## config.mk

```make
export PLATFORM = sky130hd
export DESIGN_NAME = ltpi_data_channel_arbiter_flat
export DESIGN_NICKNAME = d
export VERILOG_FILES = /design/src/rtl/ltpi_data_channel_arbiter_if.sv /design/src/rtl/ltpi_data_channel_arbiter.sv /design/src/flat_wrapper.sv
export SDC_FILE = /design/constraint.sdc
export NUM_CORES = 1
export LEC_CHECK = 0
export BUFFER_PORTS_ARGS = -buffer_cell sky130_fd_sc_hd__buf_2
export CORE_AREA = 5 5 160 162
export DETAILED_ROUTE_END_ITERATION = 10
export DIE_AREA = 0 0 165 167
export PLACE_DENSITY = 0.72
export SKIP_LAST_GASP = 1
export SLEW_MARGIN = 20
export SYNTH_ARGS = -nofsm -noshare
export SYNTH_HDL_FRONTEND = slang
export SYNTH_SLANG_ARGS = --single-unit
```

## constraint.sdc

```tcl
create_clock -name clk -period 2.4 [get_ports clk]
set_clock_uncertainty 0.2 [all_clocks]
set_input_delay 0 -clock clk [delete_from_list [all_inputs] [get_ports clk]]
set_output_delay 0 -clock clk [all_outputs]
set_load 0.01 [all_outputs]
```

## src/rtl/ltpi_data_channel_arbiter_if.sv

```systemverilog
// LTPI data-channel payload types and the handshake bundle
// between requesters, the arbiter and the TX/RX FIFOs.
package ltpi_dc_pkg;

  typedef enum logic [3:0] {
    READ_REQ   = 4'd0,
    WRITE_REQ  = 4'd1,
    READ_COMP  = 4'd2,
    WRITE_COMP = 4'd3,
    CRC_ERROR  = 4'd4
  } dc_cmd_t;

  typedef struct packed {
    dc_cmd_t     command;
    logic [7:0]  tag;
    logic [3:0]  byte_en;
    logic [31:0] address;
    logic [31:0] data;
  } Data_channel_payload_t;

endpackage

interface ltpi_data_channel_arbiter_if
  import ltpi_dc_pkg::*;
#(
  parameter int NUM_REQ = 2
);
  logic [NUM_REQ-1:0]                  up_req_valid;
  Data_channel_payload_t [NUM_REQ-1:0] up_req;
  logic [NUM_REQ-1:0]                  up_req_ack;
  logic [NUM_REQ-1:0]                  up_resp_valid;
  Data_channel_payload_t               up_resp;
  logic                                dn_req_valid;
  Data_channel_payload_t               dn_req;
  logic                                dn_req_ack;
  logic                                dn_resp_valid;
  Data_channel_payload_t               dn_resp;

  modport slave (
    input  up_req_valid, up_req, dn_req_ack,
    input  dn_resp_valid, dn_resp,
    output up_req_ack, up_resp_valid, up_resp,
    output dn_req_valid, dn_req
  );

  modport master (
    output up_req_valid, up_req, dn_req_ack,
    output dn_resp_valid, dn_resp,
    input  up_req_ack, up_resp_valid, up_resp,
    input  dn_req_valid, dn_req
  );
endinterface

```

## src/rtl/ltpi_data_channel_arbiter.sv

```systemverilog
// Round-robin arbiter sharing the LTPI data channel between
// requesters, with tag rewriting and per-requester timeouts.
module ltpi_data_channel_arbiter
  import ltpi_dc_pkg::*;
#(
  parameter int NUM_REQ        = 2,
  parameter int TIMEOUT_CYCLES = 65000
) (
  input  logic                      clk,
  input  logic                      reset,
  input  logic                      data_channel_rst,
  ltpi_data_channel_arbiter_if.slave bus,
  output logic                      busy,
  output logic [NUM_REQ-1:0]        timeout_pulse,
  output logic [7:0]                drop_cnt
);

  localparam int IDX_W = $clog2(NUM_REQ);
  localparam int IW1   = IDX_W + 1;
  localparam int SEQ_W = 8 - IDX_W;
  localparam int TMR_W = $clog2(TIMEOUT_CYCLES + 1);
  localparam logic [TMR_W-1:0] TMR_LAST =
    TMR_W'(TIMEOUT_CYCLES - 1);

  typedef enum logic [0:0] {
    ARB_IDLE,
    ARB_ISSUE
  } arb_state_t;

  typedef logic [NUM_REQ-1:0] req_vec_t;

  arb_state_t            state_q, state_d;
  logic [IDX_W-1:0]      g_q, g_d;
  logic [IDX_W-1:0]      rr_ptr_q, rr_ptr_d;
  req_vec_t              outstanding_q, outstanding_d;
  req_vec_t              up_req_ack_q, up_req_ack_d;
  req_vec_t              up_resp_valid_q, up_resp_valid_d;
  req_vec_t              timeout_q, timeout_d;
  logic                  dn_req_valid_q, dn_req_valid_d;
  Data_channel_payload_t dn_req_q, dn_req_d;
  Data_channel_payload_t up_resp_q, up_resp_d;
  logic [SEQ_W-1:0]      seq_q [NUM_REQ];
  logic [SEQ_W-1:0]      seq_d [NUM_REQ];
  logic [7:0]            orig_tag_q [NUM_REQ];
  logic [7:0]            orig_tag_d [NUM_REQ];
  logic [7:0]            exp_tag_q [NUM_REQ];
  logic [7:0]            exp_tag_d [NUM_REQ];
  logic [TMR_W-1:0]      timer_q [NUM_REQ];
  logic [TMR_W-1:0]      timer_d [NUM_REQ];
  logic [7:0]            drop_q, drop_d;

  logic                  rst;
  logic                  found;
  logic [IDX_W-1:0]      gnt;
  logic [IW1-1:0]        idx;
  logic                  crc;
  req_vec_t              elig, hit, clr, expire;

  assign rst = reset | data_channel_rst;

  always_comb begin
    elig  = bus.up_req_valid & ~outstanding_q;
    found = 1'b0;
    gnt   = '0;
    idx   = '0;
    for (int k = 0; k < NUM_REQ; k++) begin
      idx = {1'b0, rr_ptr_q} + IW1'(k);
      if (idx >= IW1'(NUM_REQ))
        idx = idx - IW1'(NUM_REQ);
      if (!found && elig[idx[IDX_W-1:0]]) begin
        found = 1'b1;
        gnt   = idx[IDX_W-1:0];
      end
    end
  end

  // CRC_ERROR carries no usable tag: it completes every
  // outstanding transaction at once.
  always_comb begin
    crc = bus.dn_resp_valid &&
          (bus.dn_resp.command == CRC_ERROR);
    hit = '0;
    for (int r = 0; r < NUM_REQ; r++)
      hit[r] = bus.dn_resp_valid && !crc &&
               outstanding_q[r] &&
               (bus.dn_resp.tag[IDX_W-1:0] == IDX_W'(r)) &&
               (bus.dn_resp.tag == exp_tag_q[r]);
    clr    = crc ? outstanding_q : hit;
    expire = '0;
    for (int r = 0; r < NUM_REQ; r++)
      expire[r] = outstanding_q[r] && !clr[r] &&
                  (timer_q[r] == TMR_LAST);
  end

  always_comb begin
    state_d         = state_q;
    g_d             = g_q;
    rr_ptr_d        = rr_ptr_q;
    dn_req_d        = dn_req_q;
    dn_req_valid_d  = dn_req_valid_q;
    up_req_ack_d    = '0;
    seq_d           = seq_q;
    orig_tag_d      = orig_tag_q;
    exp_tag_d       = exp_tag_q;
    outstanding_d   = outstanding_q & ~clr & ~expire;
    timeout_d       = expire;
    up_resp_valid_d = clr;
    up_resp_d       = up_resp_q;
    drop_d          = drop_q;

    for (int r = 0; r < NUM_REQ; r++)
      timer_d[r] = outstanding_d[r] ?
                   timer_q[r] + 1'b1 : '0;

    if (crc) begin
      up_resp_d = bus.dn_resp;
    end else if (|hit) begin
      up_resp_d = bus.dn_resp;
      for (int r = 0; r < NUM_REQ; r++)
        if (hit[r])
          up_resp_d.tag = orig_tag_q[r];
    end else if (bus.dn_resp_valid &&
                 drop_q != 8'hFF) begin
      drop_d = drop_q + 8'd1;
    end

    unique case (state_q)
      ARB_IDLE: begin
        if (found) begin
          state_d         = ARB_ISSUE;
          g_d             = gnt;
          dn_req_d        = bus.up_req[gnt];
          dn_req_d.tag    = {seq_q[gnt], gnt};
          orig_tag_d[gnt] = bus.up_req[gnt].tag;
          dn_req_valid_d  = 1'b1;
        end
      end
      ARB_ISSUE: begin
        if (bus.dn_req_ack) begin
          state_d            = ARB_IDLE;
          dn_req_valid_d     = 1'b0;
          up_req_ack_d[g_q]  = 1'b1;
          outstanding_d[g_q] = 1'b1;
          exp_tag_d[g_q]     = dn_req_q.tag;
          seq_d[g_q]         = seq_q[g_q] + 1'b1;
          timer_d[g_q]       = '0;
          rr_ptr_d = (g_q == IDX_W'(NUM_REQ - 1)) ?
                     '0 : g_q + 1'b1;
        end
      end
      default: state_d = ARB_IDLE;
    endcase
  end

  always_ff @(posedge clk) begin
    if (rst) begin
      state_q         <= ARB_IDLE;
      g_q             <= '0;
      rr_ptr_q        <= '0;
      outstanding_q   <= '0;
      up_req_ack_q    <= '0;
      up_resp_valid_q <= '0;
      timeout_q       <= '0;
      dn_req_valid_q  <= 1'b0;
      dn_req_q        <= '0;
      up_resp_q       <= '0;
      drop_q          <= '0;
      for (int r = 0; r < NUM_REQ; r++) begin
        seq_q[r]      <= '0;
        orig_tag_q[r] <= '0;
        exp_tag_q[r]  <= '0;
        timer_q[r]    <= '0;
      end
    end else begin
      state_q         <= state_d;
      g_q             <= g_d;
      rr_ptr_q        <= rr_ptr_d;
      outstanding_q   <= outstanding_d;
      up_req_ack_q    <= up_req_ack_d;
      up_resp_valid_q <= up_resp_valid_d;
      timeout_q       <= timeout_d;
      dn_req_valid_q  <= dn_req_valid_d;
      dn_req_q        <= dn_req_d;
      up_resp_q       <= up_resp_d;
      drop_q          <= drop_d;
      for (int r = 0; r < NUM_REQ; r++) begin
        seq_q[r]      <= seq_d[r];
        orig_tag_q[r] <= orig_tag_d[r];
        exp_tag_q[r]  <= exp_tag_d[r];
        timer_q[r]    <= timer_d[r];
      end
    end
  end

  assign bus.up_req_ack    = up_req_ack_q;
  assign bus.up_resp_valid = up_resp_valid_q;
  assign bus.up_resp       = up_resp_q;
  assign bus.dn_req_valid  = dn_req_valid_q;
  assign bus.dn_req        = dn_req_q;
  assign timeout_pulse     = timeout_q;
  assign drop_cnt          = drop_q;
  assign busy = (|outstanding_q) || (state_q != ARB_IDLE);

endmodule

```

## src/flat_wrapper.sv

```systemverilog
// flat-port wrapper written by rule: the top's interface ports become plain ports
module ltpi_data_channel_arbiter_flat import ltpi_dc_pkg::*;
#(
  parameter int NUM_REQ        = 2,
  parameter int TIMEOUT_CYCLES = 65000
)
  (clk, reset, data_channel_rst, busy, timeout_pulse, drop_cnt, bus_up_req_valid, bus_up_req, bus_dn_req_ack, bus_dn_resp_valid, bus_dn_resp, bus_up_req_ack, bus_up_resp_valid, bus_up_resp, bus_dn_req_valid, bus_dn_req);
  ltpi_data_channel_arbiter_if #(.NUM_REQ(NUM_REQ)) bus_i ();
  input  logic clk;
  input  logic reset;
  input  logic data_channel_rst;
  output logic busy;
  output logic [NUM_REQ-1:0] timeout_pulse;
  output logic [7:0] drop_cnt;
  input wire logic [$bits(bus_i.up_req_valid)-1:0] bus_up_req_valid;
  input wire logic [$bits(bus_i.up_req)-1:0] bus_up_req;
  input wire logic [$bits(bus_i.dn_req_ack)-1:0] bus_dn_req_ack;
  input wire logic [$bits(bus_i.dn_resp_valid)-1:0] bus_dn_resp_valid;
  input wire logic [$bits(bus_i.dn_resp)-1:0] bus_dn_resp;
  output wire logic [$bits(bus_i.up_req_ack)-1:0] bus_up_req_ack;
  output wire logic [$bits(bus_i.up_resp_valid)-1:0] bus_up_resp_valid;
  output wire logic [$bits(bus_i.up_resp)-1:0] bus_up_resp;
  output wire logic [$bits(bus_i.dn_req_valid)-1:0] bus_dn_req_valid;
  output wire logic [$bits(bus_i.dn_req)-1:0] bus_dn_req;
  assign bus_i.up_req_valid = bus_up_req_valid;
  assign bus_i.up_req = bus_up_req;
  assign bus_i.dn_req_ack = bus_dn_req_ack;
  assign bus_i.dn_resp_valid = bus_dn_resp_valid;
  assign bus_i.dn_resp = bus_dn_resp;
  assign bus_up_req_ack = bus_i.up_req_ack;
  assign bus_up_resp_valid = bus_i.up_resp_valid;
  assign bus_up_resp = bus_i.up_resp;
  assign bus_dn_req_valid = bus_i.dn_req_valid;
  assign bus_dn_req = bus_i.dn_req;
  ltpi_data_channel_arbiter #(.NUM_REQ(NUM_REQ), .TIMEOUT_CYCLES(TIMEOUT_CYCLES)) u_core (.clk(clk), .reset(reset), .data_channel_rst(data_channel_rst), .bus(bus_i), .busy(busy), .timeout_pulse(timeout_pulse), .drop_cnt(drop_cnt));
endmodule
```

==> Yosys cells after proc, flatten, opt, wreduce, memory -nomap -nowiden <==
Memory sizes are Yosys's and may differ from the RTL's.
Index checks and enable logic that the tools add are counted.
{ "classes": {"n_addsub": 8, "n_mul": 0, "div": 0, "n_lt_le_gt_ge": 11, "eq_ne": 8, "n_shift": 0, "mux": 54, "bitwise_logic": 19, "n_reduce_logical": 30} }
{ "op_table": {"columns": ["op", "n"], "rows": [
  ["two-way mux 80 bit", 4],
  ["two-way mux 16 bit", 5],
  ["two-way mux 32 bit", 2],
  ["two-way mux 7 bit", 7],
  ["adder 16 x 1 -> 16 bit (second input constant)", 2],
  ["bitwise AND 32 bit", 1],
  ["bitwise mux 16 bit", 2],
  ["== test 16 bit (second input constant)", 2],
  ["two-way mux 8 bit", 4],
  ["NOT 32 bit", 1],
  ["two-way mux 1 bit", 19],
  ["logical AND 1 bit", 17],
  ["demux 16 bit (select 1 bit)", 1],
  ["demux 8 bit (select 1 bit)", 2],
  ["== test 8 bit", 2],
  ["bitwise mux 14 bit", 1],
  ["adder 8 x 1 -> 8 bit (second input constant)", 1],
  ["less-than comparator 1 x 2 -> 1 bit (second input constant)", 4],
  ["!= test 8 bit (second input constant)", 1],
  ["adder 7 x 1 -> 7 bit (second input constant)", 1],
  ["demux 7 bit (select 1 bit)", 1],
  ["bitwise AND 2 bit", 3],
  [">= comparator 2 bit (second input constant)", 3],
  ["two-way mux 2 bit", 3],
  ["other kinds (23)", 41]
]} }
{ "totals": {"reg_bits": 226, "latch_bits": 0, "mem_bits_rw": 32, "mem_bits_ro": 0, "input_bits": 247, "out_inout_bits": 176, "wordCells": 156, "memories": 1} }
{ "memory_table": {"columns": ["memory", "words", "width", "read_ports", "rd_clocked_by_memory_dff", "wr", "line_no", "source"], "rows": [
  ["u_core.timer_q", 2, 16, 2, 0, 2, "ltpi_data_channel_arbiter.sv:48", "logic [TMR_W-1:0] timer_q [NUM_REQ];"]
]} }

==> Depth between registers and ports, before layout <==
{ "depth": {"ltp_word": 18, "ltp_mapped": 9, "mapped_depth_nobuf": 7} }

==> Worst setup path before layout <==
No wires, ideal clock.
{ "synth_timing": {"path_type": "register to register", "start": "register u_core.exp_tag_q[13] (netlist name)", "end": "register u_core.outstanding_q[0]", "setup_time_ns": 0.128, "arrival_time_ns": 1.773, "t_required_ns": 2.072, "path_slack_ns": 0.300, "path_stages_with_launch": 9, "path_buffers": 2, "period_less_slack_ns": 2.100, "path_cell_list": "dfxtp_1 > xnor2_1 > nand4_1 > nor3_1 > o21ai_1 > buf_2 > buf_2 > a21oi_1 > nor2_1"} }
{ "synth_via": {"elab_chain_len": 11, "word_cells_on_any_way": 13, "cone_classes": "eq/ne (1); mux (3); bitwise (5); reduce/logical (4)"} }
{ "synth_rtl": {"columns": ["element", "line_no", "source"], "rows": [
  ["start, declared", "ltpi_data_channel_arbiter.sv:46", "logic [7:0] exp_tag_q [NUM_REQ];"],
  ["start signal, assigned by index", "ltpi_data_channel_arbiter.sv:189", "exp_tag_q[r] <= exp_tag_d[r];"],
  ["== test 8 bit *", "ltpi_data_channel_arbiter.sv:87", "(bus.dn_resp.tag == exp_tag_q[r]);"],
  ["logical AND 1 bit *", "ltpi_data_channel_arbiter.sv:86", "(bus.dn_resp.tag[IDX_W-1:0] == IDX_W'(r)) &&"],
  ["two-way mux 2 bit *", "ltpi_data_channel_arbiter.sv:88", "clr = crc ? outstanding_q : hit;"],
  ["logical NOT 1 bit", "ltpi_data_channel_arbiter.sv:91", "expire[r] = outstanding_q[r] && !clr[r] &&"],
  ["logical AND 1 bit (2 in series)", "ltpi_data_channel_arbiter.sv:91", null],
  ["NOT 2 bit", "ltpi_data_channel_arbiter.sv:105", "outstanding_d = outstanding_q & ~clr & ~expire;"],
  ["bitwise AND 2 bit *", "ltpi_data_channel_arbiter.sv:105", null],
  ["bitwise OR 2 bit (no line)", null, null],
  ["two-way mux 2 bit", "ltpi_data_channel_arbiter.sv:139", "if (bus.dn_req_ack) begin"],
  ["two-way mux 2 bit *", "ltpi_data_channel_arbiter.sv:127", "unique case (state_q)"],
  ["end signal, assigned", "ltpi_data_channel_arbiter.sv:178", "outstanding_q <= outstanding_d;"],
  ["end, declared", "ltpi_data_channel_arbiter.sv:35", "req_vec_t outstanding_q, outstanding_d;"]
]} }
Mark *: on every way between the ends. The rest lies on a longest branch, timed or not.
A chain may end at the register's enable or synchronous reset.

==> Final worst setup path <==
{ "layout_timing": {"start": "register u_core.exp_tag_q[5] (netlist name)", "end": "register u_core.up_resp_q, in the netlist u_core.bus.up_resp[44]"} }
{ "layout_via": {"elab_chain_len": 4} }
{ "layout_rtl": {"columns": ["element", "line_no", "source"], "rows": [
  ["== test 8 bit", "ltpi_data_channel_arbiter.sv:87", null],
  ["logical AND 1 bit", "ltpi_data_channel_arbiter.sv:86", null],
  ["OR reduction 2 bit", "ltpi_data_channel_arbiter.sv:117", "end else if (|hit) begin"],
  ["nonzero test 2 bit (no line)", null, null],
  ["end signal, assigned", "ltpi_data_channel_arbiter.sv:184", "up_resp_q <= up_resp_d;"],
  ["end, declared", "ltpi_data_channel_arbiter.sv:41", "Data_channel_payload_t up_resp_q, up_resp_d;"]
]} }
Every way passes these cells.

==> metrics.csv <==
stage,metric,value,unit
power_and_ir_drop,p_switching,2.30,mW
floorplanning,pin_count,423,
power_and_ir_drop,p_int,7.66,mW
clock_tree,cts_tree,done,
synth,synth_area_leader_cell,dfxtp_1,
worst_setup_path,worstPathRequired,2.66,ns
floorplanning,coreArea,24000,sq um
job,drv_cap,0,
floorplanning,die_x,165,um
power_and_ir_drop,pwr_density_cell,620,nW/um^2
worst_setup_path,crit_buf_inv,2,
place,dpl.cell_count,1801,
place,hpwl,23300,um
worst_setup_path,cp-start-kind,flip-flop,
power_and_ir_drop,clkPwrFrac,0.446,
min_path,hp-start,bus_up_req_valid[0],
sta,max_freq,441,MHz
final_layout,final_cell_mix,"422 x buf_2, 257 x dfxtp_1, 248 x dlygate4sd3_1, 161 x nor2_1, 103 x a21oi_1",
grt,grt_pass1_vias,11700,
clock_tree,path_clk_slew,0.06,ns
worst_setup_path,r2r_start,u_core.exp_tag_q[5],
drt,drt-total-wl,39200,um
floorplanning,dieArea,27600,sq um
worst_setup_path,criticalPathCategory,reg2reg,
final_layout,nets,2005,
worst_setup_path,r2r_end,u_core.bus.up_resp[44],
worst_setup_path,path_common_cell,buf_4,
synth,async_flop_share,0,
sta,final_max_slew_viol_count,0,
final_layout,final_cells,2104,
worst_setup_path,critPathCaptureType,flip-flop,
synth,synth_seq_area_share,0.512,
synth,synth-edff-count,0,
floorplanning,rows,57,
drt,first_pass_iters,8,
worst_setup_path,path_cells,xnor2_1 > nand4_1 > nor4_4 > buf_4 > buf_4 > o21ai_0 > a21oi_1,
sta,maxSlewHeadroom,0.683,
sta,finalSetupTns,0,ns
final_layout,mostFrequentLayoutCell,buf_2,
sta,fin_crit,2.27,ns
final_layout,drive_gt1_frac,0.300,
synth,ys.warnings.count,0,
drt,via_per_inst,5.48,
clock_tree,insertion_delay,0.55,ns
synth,syn-num-nets,1368,
power_and_ir_drop,seqPwrFrac,0.440,
sta,grt_setup_unrepaired,false,
power_and_ir_drop,combPwrFrac,0.114,
power_and_ir_drop,peakVddDrop,0.000388,V
grt,gr-usage-all-layers,0.269,
synth,avgSynthCellArea,9.00,sq um
clock_tree,cts.path.max_buffers,3,
worst_setup_path,rr_worst_depth,7,
worst_setup_path,worstPathMaxFanout,17,
drt,route.antenna.remaining_nets,0,
sta,hold_viol,0,
synth,syn-instance-count,1117,
worst_setup_path,rrSetupSlack,0.13,ns
synth,synth_top_area_frac,0.512,
clock_tree,cts.sinks,257,
sta,setup_viol,0,
clock_tree,postCtsSetupBuffers,0,
synth,ys_types,51,
status,status,"complete, no violations",
worst_setup_path,crit_family,simple AND/OR/NAND/NOR gates,
power_and_ir_drop,swShare,0.231,
place,portBuffers,422,
worst_setup_path,critical_path_arrival,2.53,ns
grt,grt_overflow_total,0,
min_path,hold_class,in2reg,
grt,grt_start_max_net_pins,108,
grt,grt_pass1_wl,61000,um
floorplanning,dieHeight,167,um
sta,tightestPinTransition,0.476,ns
power_and_ir_drop,power_leakage,6.74,nW
floorplanning,start_util,0.419,
sta,fin_crit_sh,0.946,
drt,drt-initial-drc-count,1283,
synth,ys_ff_latch,257,
drt,wl_per_cell,18.6,um
clock_tree,cts-root-buf,clkbuf_16,
synth,netlist_area,10100,sq um
synth,synthFlopType,dfxtp_1,
drt,drc,0,
min_path,hold_depth,6,
grt,antenna_found_initial,6,
clock_tree,cts-buffers-inserted,27,
synth,synthTopCellsByArea,"dfxtp_1 51%, a222oi_1 7.9%, nor2_1 6.0%",
worst_setup_path,slowest_stage,nor4_4,
place,place.gp.congestion,0.804,
final_layout,area_delta_synth_final,60.0,%
drt,via_count,11500,
worst_setup_path,slowest_delay,0.39,ns
clock_tree,htree_levels,1,
min_path,min_to,u_core.orig_tag_q[11],
[worst max-delay path by stage]
stage,from,slack (ns),end,cells after the start
6_report,u_core.exp_tag_q[5],0.13,u_core.bus.up_resp[44],7
5_1_grt,u_core.exp_tag_q[15],0.002,u_core.bus.up_resp_valid[0],7
4_1_cts,u_core.exp_tag_q[5],0.12,u_core.bus.up_resp[12],6
3_5_place_dp,u_core.exp_tag_q[5],0.005,u_core.drop_cnt[1],7
3_3_place_gp,u_core.exp_tag_q[7],0.08,u_core.drop_cnt[1],7
2_1_floorplan,u_core.exp_tag_q[13],0.30,u_core.outstanding_q[0],8
[sequential cells by signal (all words and copies together), names as in the netlist]
| register | count |
|---|---|
| u_core.timeout_pulse | 2 |
| u_core.seq_q | 14 |
| u_core.orig_tag_q | 16 |
| u_core.bus.up_req_ack | 2 |
| u_core.bus.up_resp | 80 |
| u_core.drop_cnt | 8 |
| u_core.bus.dn_req_valid | 1 |
| u_core.timer_q | 32 |
| u_core.bus.up_resp_valid | 2 |
| u_core.state_q | 1 |
| u_core.rr_ptr_q | 1 |
| u_core.bus.dn_req | 80 |
| u_core.exp_tag_q | 16 |
| u_core.outstanding_q | 2 |
[metal layers]
metal	wire (um)	share of wire	GRT usage	vias up
met2	18700	0.48	0.453	735
met4	2250	0.057	0.154	0
met5	0	0	0	-
met1	14400	0.37	0.310	5300
li1	-	-	-	5332
met3	3870	0.099	0.0625	167
[cells in the mapped netlist (2+ instances only)]
| library cell | instances |
|---|---|
| a211o_1 | 2 |
| a21oi_1 | 103 |
| a222oi_1 | 79 |
| and3_1 | 3 |
| and4_1 | 2 |
| buf_1 | 8 |
| buf_2 | 10 |
| buf_4 | 2 |
| clkbuf_1 | 73 |
| dfxtp_1 | 257 |
| ha_1 | 4 |
| inv_1 | 7 |
| mux2_2 | 3 |
| mux2i_1 | 17 |
| nand2_1 | 67 |
| nand2b_1 | 3 |
| nand3_1 | 98 |
| nand4_1 | 9 |
| nor2_1 | 161 |
| nor2_2 | 2 |
| nor2_4 | 8 |
| nor3_1 | 8 |
| nor3b_1 | 3 |
| nor4_1 | 11 |
| nor4b_1 | 2 |
| o21ai_0 | 83 |
| o221a_2 | 5 |
| o22ai_1 | 2 |
| or3_1 | 8 |
| xnor2_1 | 35 |
| xor2_1 | 22 |
[cells by family after synthesis]
| kind of cell | Yosys count | share of synthesized area |
|---|---|---|
| AND/OR/NAND/NOR | 395 | 0.185 |
| AO/OA/AOI/OAI | 281 | 0.185 |
| flip-flops | 257 | 0.512 |
| buffers and inverters | 103 | 0.0429 |
| XOR/XNOR | 57 | 0.0497 |
| multiplexers | 20 | 0.0203 |
| adder cells (fa/ha/maj) | 4 | 0.00498 |
[area by class of cell]
class	instances	area [sq um]
clock inverter	12	178
sequential	257	5140
fill	1842	7880
multi-input combinational	757	4530
timing repair buffer	704	5000
tap	324	405
inverter	7	26.3
antenna	7	17.5
clock buffer	36	779
[through the flow]
| stage | worst slack, ns | power, mW | hold WS (ns) | util | area (sq um) |
|---|---|---|---|---|---|
| floorplan | 0.300 | 4.84 | -0.0531 | - | 10100 |
| global placement | 0.0761 | 5.23 | 0.0374 | 0.527 | 12600 |
| detailed placement | 0.00527 | 5.24 | 0.0457 | 0.527 | 12600 |
| CTS | 0.116 | 9.99 | 0.00807 | 0.670 | 16100 |
| global route | 0.00201 | 10.3 | 0.0444 | 0.671 | 16100 |
| finish | 0.130 | 9.96 | 0.0337 | 0.671 | 16100 |
[power by group through the flow]
stage	registers [mW]	logic, mW	clock network, mW
2_1_floorplan	4.49	0.347	0
3_3_place_gp	4.47	0.755	0
3_5_place_dp	4.47	0.770	0
4_1_cts	4.38	1.09	4.52
5_1_grt	4.39	1.22	4.71
6_report	4.38	1.14	4.44
[repair_timing]
item,4_1_cts,5_1_grt
gates cloned,0,0
endpoints found under the hold margin,209,0
gates resized for setup,1,1
endpoints found under the setup margin,1,5
hold buffers,248,0
[worst reg2reg max path, delay by kind of cell (launching register included)]
family                 cells  cell delay, ns
buffers and inverters      2            0.53
AO/OA/AOI/OAI              2            0.36
XOR/XNOR                   1            0.20
AND/OR/NAND/NOR            2            0.58
flip-flops                 1            0.33
No activity file was read; power rests on OpenSTA's default activity.
